[src/rtl/kmap_block_if.sv]
// kmap_block_if
// Groups the minterm request and result signals of kmap_block.
//   master : drives A..D and in_valid, observes F_0..F_2 and out_valid
//   slave  : the evaluator side (kmap_block)
interface kmap_block_if;
    logic A;
    logic B;
    logic C;
    logic D;
    logic in_valid;
    logic F_0;
    logic F_1;
    logic F_2;
    logic out_valid;

    modport master (
        output A, B, C, D, in_valid,
        input  F_0, F_1, F_2, out_valid
    );

    modport slave (
        input  A, B, C, D, in_valid,
        output F_0, F_1, F_2, out_valid
    );
endinterface

[src/rtl/kmap_block.sv]
// kmap_block
// Evaluates three fixed 4-input Boolean functions of the minterm index
// m = {A,B,C,D} and registers them with one cycle of latency.
// Ports:
//   clk  : sole clock, rising edge
//   rst  : asynchronous active-high reset; clears all outputs
//   bus  : kmap_block_if.slave (A..D, in_valid in; F_0..F_2, out_valid out)
// The F outputs update only on cycles with in_valid high and hold otherwise;
// out_valid is in_valid delayed by one cycle.
module kmap_block (
    input  logic         clk,
    input  logic         rst,
    kmap_block_if.slave  bus
);

    // Truth table of F_1 indexed by m; bits set for m = 5,6,7,8,10,11,13,14,15.
    localparam logic [15:0] F1_MAP = 16'hEDE0;

    logic [3:0] w_m;
    logic       w_f0;
    logic       w_f1;
    logic       w_f2;

    logic       r_f0;
    logic       r_f1;
    logic       r_f2;
    logic       r_out_valid;

    assign w_m  = {bus.A, bus.B, bus.C, bus.D};
    assign w_f0 = ^w_m;
    assign w_f1 = F1_MAP[w_m];
    // Don't-cares m = 1,5,9,13 resolved as 0,0,1,1, giving this minimal cover.
    assign w_f2 = (bus.A ^ bus.C) | (bus.B & bus.C);

    always_ff @(posedge clk or posedge rst) begin
        if (rst) begin
            r_f0        <= 1'b0;
            r_f1        <= 1'b0;
            r_f2        <= 1'b0;
            r_out_valid <= 1'b0;
        end else begin
            r_out_valid <= bus.in_valid;
            if (bus.in_valid) begin
                r_f0 <= w_f0;
                r_f1 <= w_f1;
                r_f2 <= w_f2;
            end
        end
    end

    assign bus.F_0       = r_f0;
    assign bus.F_1       = r_f1;
    assign bus.F_2       = r_f2;
    assign bus.out_valid = r_out_valid;

endmodule

[src/flat_wrapper.sv]
// flat-port wrapper written by rule: the top's interface ports become plain ports
module kmap_block_flat 
  (clk, rst, bus_A, bus_B, bus_C, bus_D, bus_in_valid, bus_F_0, bus_F_1, bus_F_2, bus_out_valid);
  kmap_block_if bus_i ();
  input  logic clk;
  input  logic rst;
  input wire logic [$bits(bus_i.A)-1:0] bus_A;
  input wire logic [$bits(bus_i.B)-1:0] bus_B;
  input wire logic [$bits(bus_i.C)-1:0] bus_C;
  input wire logic [$bits(bus_i.D)-1:0] bus_D;
  input wire logic [$bits(bus_i.in_valid)-1:0] bus_in_valid;
  output wire logic [$bits(bus_i.F_0)-1:0] bus_F_0;
  output wire logic [$bits(bus_i.F_1)-1:0] bus_F_1;
  output wire logic [$bits(bus_i.F_2)-1:0] bus_F_2;
  output wire logic [$bits(bus_i.out_valid)-1:0] bus_out_valid;
  assign bus_i.A = bus_A;
  assign bus_i.B = bus_B;
  assign bus_i.C = bus_C;
  assign bus_i.D = bus_D;
  assign bus_i.in_valid = bus_in_valid;
  assign bus_F_0 = bus_i.F_0;
  assign bus_F_1 = bus_i.F_1;
  assign bus_F_2 = bus_i.F_2;
  assign bus_out_valid = bus_i.out_valid;
  kmap_block u_core (.clk(clk), .rst(rst), .bus(bus_i));
endmodule
[config.mk]
export PLATFORM = sky130hd
export DESIGN_NAME = kmap_block_flat
export DESIGN_NICKNAME = d
export VERILOG_FILES = /design/src/rtl/kmap_block_if.sv /design/src/rtl/kmap_block.sv /design/src/flat_wrapper.sv
export SDC_FILE = /design/constraint.sdc
export NUM_CORES = 1
export LEC_CHECK = 0
export CAP_MARGIN = 20
export CORE_AREA = 10 10 47 49
export CTS_CLUSTER_DIAMETER = 120
export DETAILED_ROUTE_END_ITERATION = 8
export DIE_AREA = 0 0 57 59
export PLACE_DENSITY_LB_ADDON = 0.1
export RECOVER_POWER = 50
export SLEW_MARGIN = 10
export SYNTH_ARGS = -nofsm -noshare
export SYNTH_HDL_FRONTEND = slang
export SYNTH_SLANG_ARGS = --single-unit
[constraint.sdc]
create_clock -name clk -period 1 [get_ports clk]
set_input_delay 0.1 -clock clk [delete_from_list [all_inputs] [get_ports clk]]
set_output_delay 0.1 -clock clk [all_outputs]
set_load 0.05 [all_outputs]
==> run summary <==
Status: completed
DIE AREA: 0.003363 mm^2
CP max stage delay: 0.40 ns
Final cell count without fillers: 52
Fraction of registers with async set or reset after synthesis: 100.0%
Crit share post-route: 89.38%
Fmax: 1.119 GHz
I/O Buffers: 10
EDFF count, synth: 0
Dpl cells: 48
Mapped cell area: 226.5 um^2
Yosys warns: 0
Die Span Y: 59 um
Critical-path cell list: buf_12
Gr usage total: 3.934%
Fin nets: 47
Syn avg cell area: 11.92 um^2
Total power: 666.1 uW
CP max stage cell: dfrtp_1
Final Cell Area: 452.9 um^2
Ant diodes: 0
Clock Latency Late Sink: 0.23 ns
Endpoints failing setup: 0
Initial Utilization: 16.16%
Number of DRC markers in iteration 0: 1
Pin count of the biggest net entering global routing: 6
Max_slew headroom: 90.72%
First-pass GRT wire length: 924 um
CP Data Arrival Time: 0.79 ns
Reg clk slew, reported paths: 0.04 ns
Startpoint Class: flip-flop
Layout Skew: 0 ns
Clock Path Buffers: 2
I/O pin count: 11
Drc violations: 0
Synth top cells by count: 4 x dfrtp_1, 4 x inv_1, 2 x ha_1
Cells after Synth: 19
Register area share after synthesis: 44.20%
Synth Register Bits: 4
Reg2Reg Setup Slack: 0.21 ns
Data required, critical path: 0.90 ns
Vias in the first global route: 212
Share of cells above drive strength 1: 50.00%
RSZ-0062 raised after global routing: no
Routed len/inst: 10.04 um
H-tree Lvls: 1
Core Box Area: 0.001401 mm^2
Fin crit period: 0.8938 ns
CTS tree: yes
Reg2Reg Depth: 1
Pins Over Slew Limit: 0
Area contributors post-synth: dfrtp_1 44%, ha_1 11%, xor3_1 10%
Vias: 198
Die Span X: 57 um
WS Path Type: reg -> out
Max-Cap Viols: 0
Fill cell total of the finished layout: 147
Post-synth top area share: 44.20%
Ys flop type: dfrtp_1
HP Class: in -> async
Layout area overhead: 100.0%
Dpl cell area: 409.1 um^2
GP Congestion: 0.6689
TritonCTS Buffers: 3
DRT Pass-1 Iters: 2
Top delay family on crit path: flip-flops
Crit Path Max Fanout: 2
Syn_nets: 28
Cell leakage power: 0.2329 nW
Global route overflow: 0
Tightest Pin Transition: 0.1377 ns
Final WL: 522 um
Hold Vio Cnt, Final: 0
Area leader, netlist: dfrtp_1
Critical Path Stages: 1
WP buf/inv: 1
Final core utilization: 32.32%
Antenna violations before repair: 0
Peak VDD IR: 0.6459 mV
Pwr/cell area: 1471 mW/mm^2
Post-synth cell types: 12
Drt via density: 3.808
Clock root buffer: clkbuf_4
Dpl hpwl: 455.2 um
Clk sinks: 4
Post-DRT Antenna Nets: 0
Critical path capture point type: output port
FP Rows: 14
## routing by layer
layer  share of wire [%]  wire [um]  up-vias  GRT usage (%)
met1                  40        208       93          3.448
met3                 9.8         51        0          3.219
met2                  50        262        6          4.496
li1                    -          -       99              -
met4                   0          0        0          6.040
met5                   0          0        -              0
## registers in the layout (all words and copies together) (netlist names)
name                  flops
u_core.bus.out_valid      1
u_core.bus.F_1            1
u_core.bus.F_2            1
u_core.bus.F_0            1
## path summary, 6_finish.rpt
kind                                            startpoint                              to
worst max-delay path            u_core.bus.F_0$_DFFE_PP0P_                         bus_F_0
worst min-delay path                                   rst  u_core.bus.out_valid$_DFF_PP0_
worst max register to register  u_core.bus.F_0$_DFFE_PP0P_      u_core.bus.F_0$_DFFE_PP0P_
worst min register to register  u_core.bus.F_0$_DFFE_PP0P_      u_core.bus.F_0$_DFFE_PP0P_
max in group asynchronous                              rst      u_core.bus.F_1$_DFFE_PP0P_
min in group clk                                     bus_C      u_core.bus.F_2$_DFFE_PP0P_
## where the power goes
part | internal, mW | switching (mW) | total, mW | leakage, nW
clock network | 0.134 | 0.0633 | 0.197 | 0.0138
logic | 0.145 | 0.118 | 0.263 | 0.173
registers | 0.184 | 0.0222 | 0.206 | 0.0462
total | 0.463 | 0.203 | 0.666 | 0.233
## repair_timing
action,in CTS,in global routing
resized for setup,14,1
pin swaps,2,2
buffers inserted,1,0
hold buffers,0,0
endpoints found under the hold margin,0,0
setup endpoints to repair,2,2
gates cloned,0,0
## cell families (layout without fill, tap and decap cells)
group                    count (synthesis)  after routing  share of synthesized area (%)
buffers and inverters                    4             21                          6.628
multiplexers                             1              1                          6.628
AO/OA/AOI/OAI                            3              3                          7.736
XOR/XNOR                                 1              1                          10.50
AND/OR/NAND/NOR                          4              4                          13.26
adder cells (fa/ha/maj)                  2              2                          11.05
flip-flops                               4              4                          44.20
## through the flow
step | setup WS [ns] | TNS (ns) | hold slack (ns)
3_5_place_dp | -0.5255 | -1.063 | 0.3080
2_1_floorplan | 0.005748 | 0 | -0.1339
5_1_grt | 0.06475 | 0 | 0.1992
3_3_place_gp | -0.5078 | -1.023 | 0.2937
4_1_cts | 0.01064 | 0 | 0.05476
6_report | 0.1062 | 0 | 0.1894
## cell usage in the layout, fill, tap and decap left out, drive strengths merged, types with 2 or more instances in the layout
cell type | Yosys | final
ha | 2 | 2
dlygate4sd3 | 0 | 2
dfrtp | 4 | 4
clkbuf | 0 | 4
buf | 0 | 9
inv | 4 | 4
## final cells by class
type / instances / area (um^2) / area share, %
multi-input combinational: 11 / 123.9 / 27.35
tap: 16 / 20.02 / 4.420
timing repair buffer: 14 / 171.4 / 37.85
inverter: 4 / 15.01 / 3.315
clock buffer: 3 / 22.52 / 4.972
sequential: 4 / 100.1 / 22.10
(Power assumes the default switching activity.)
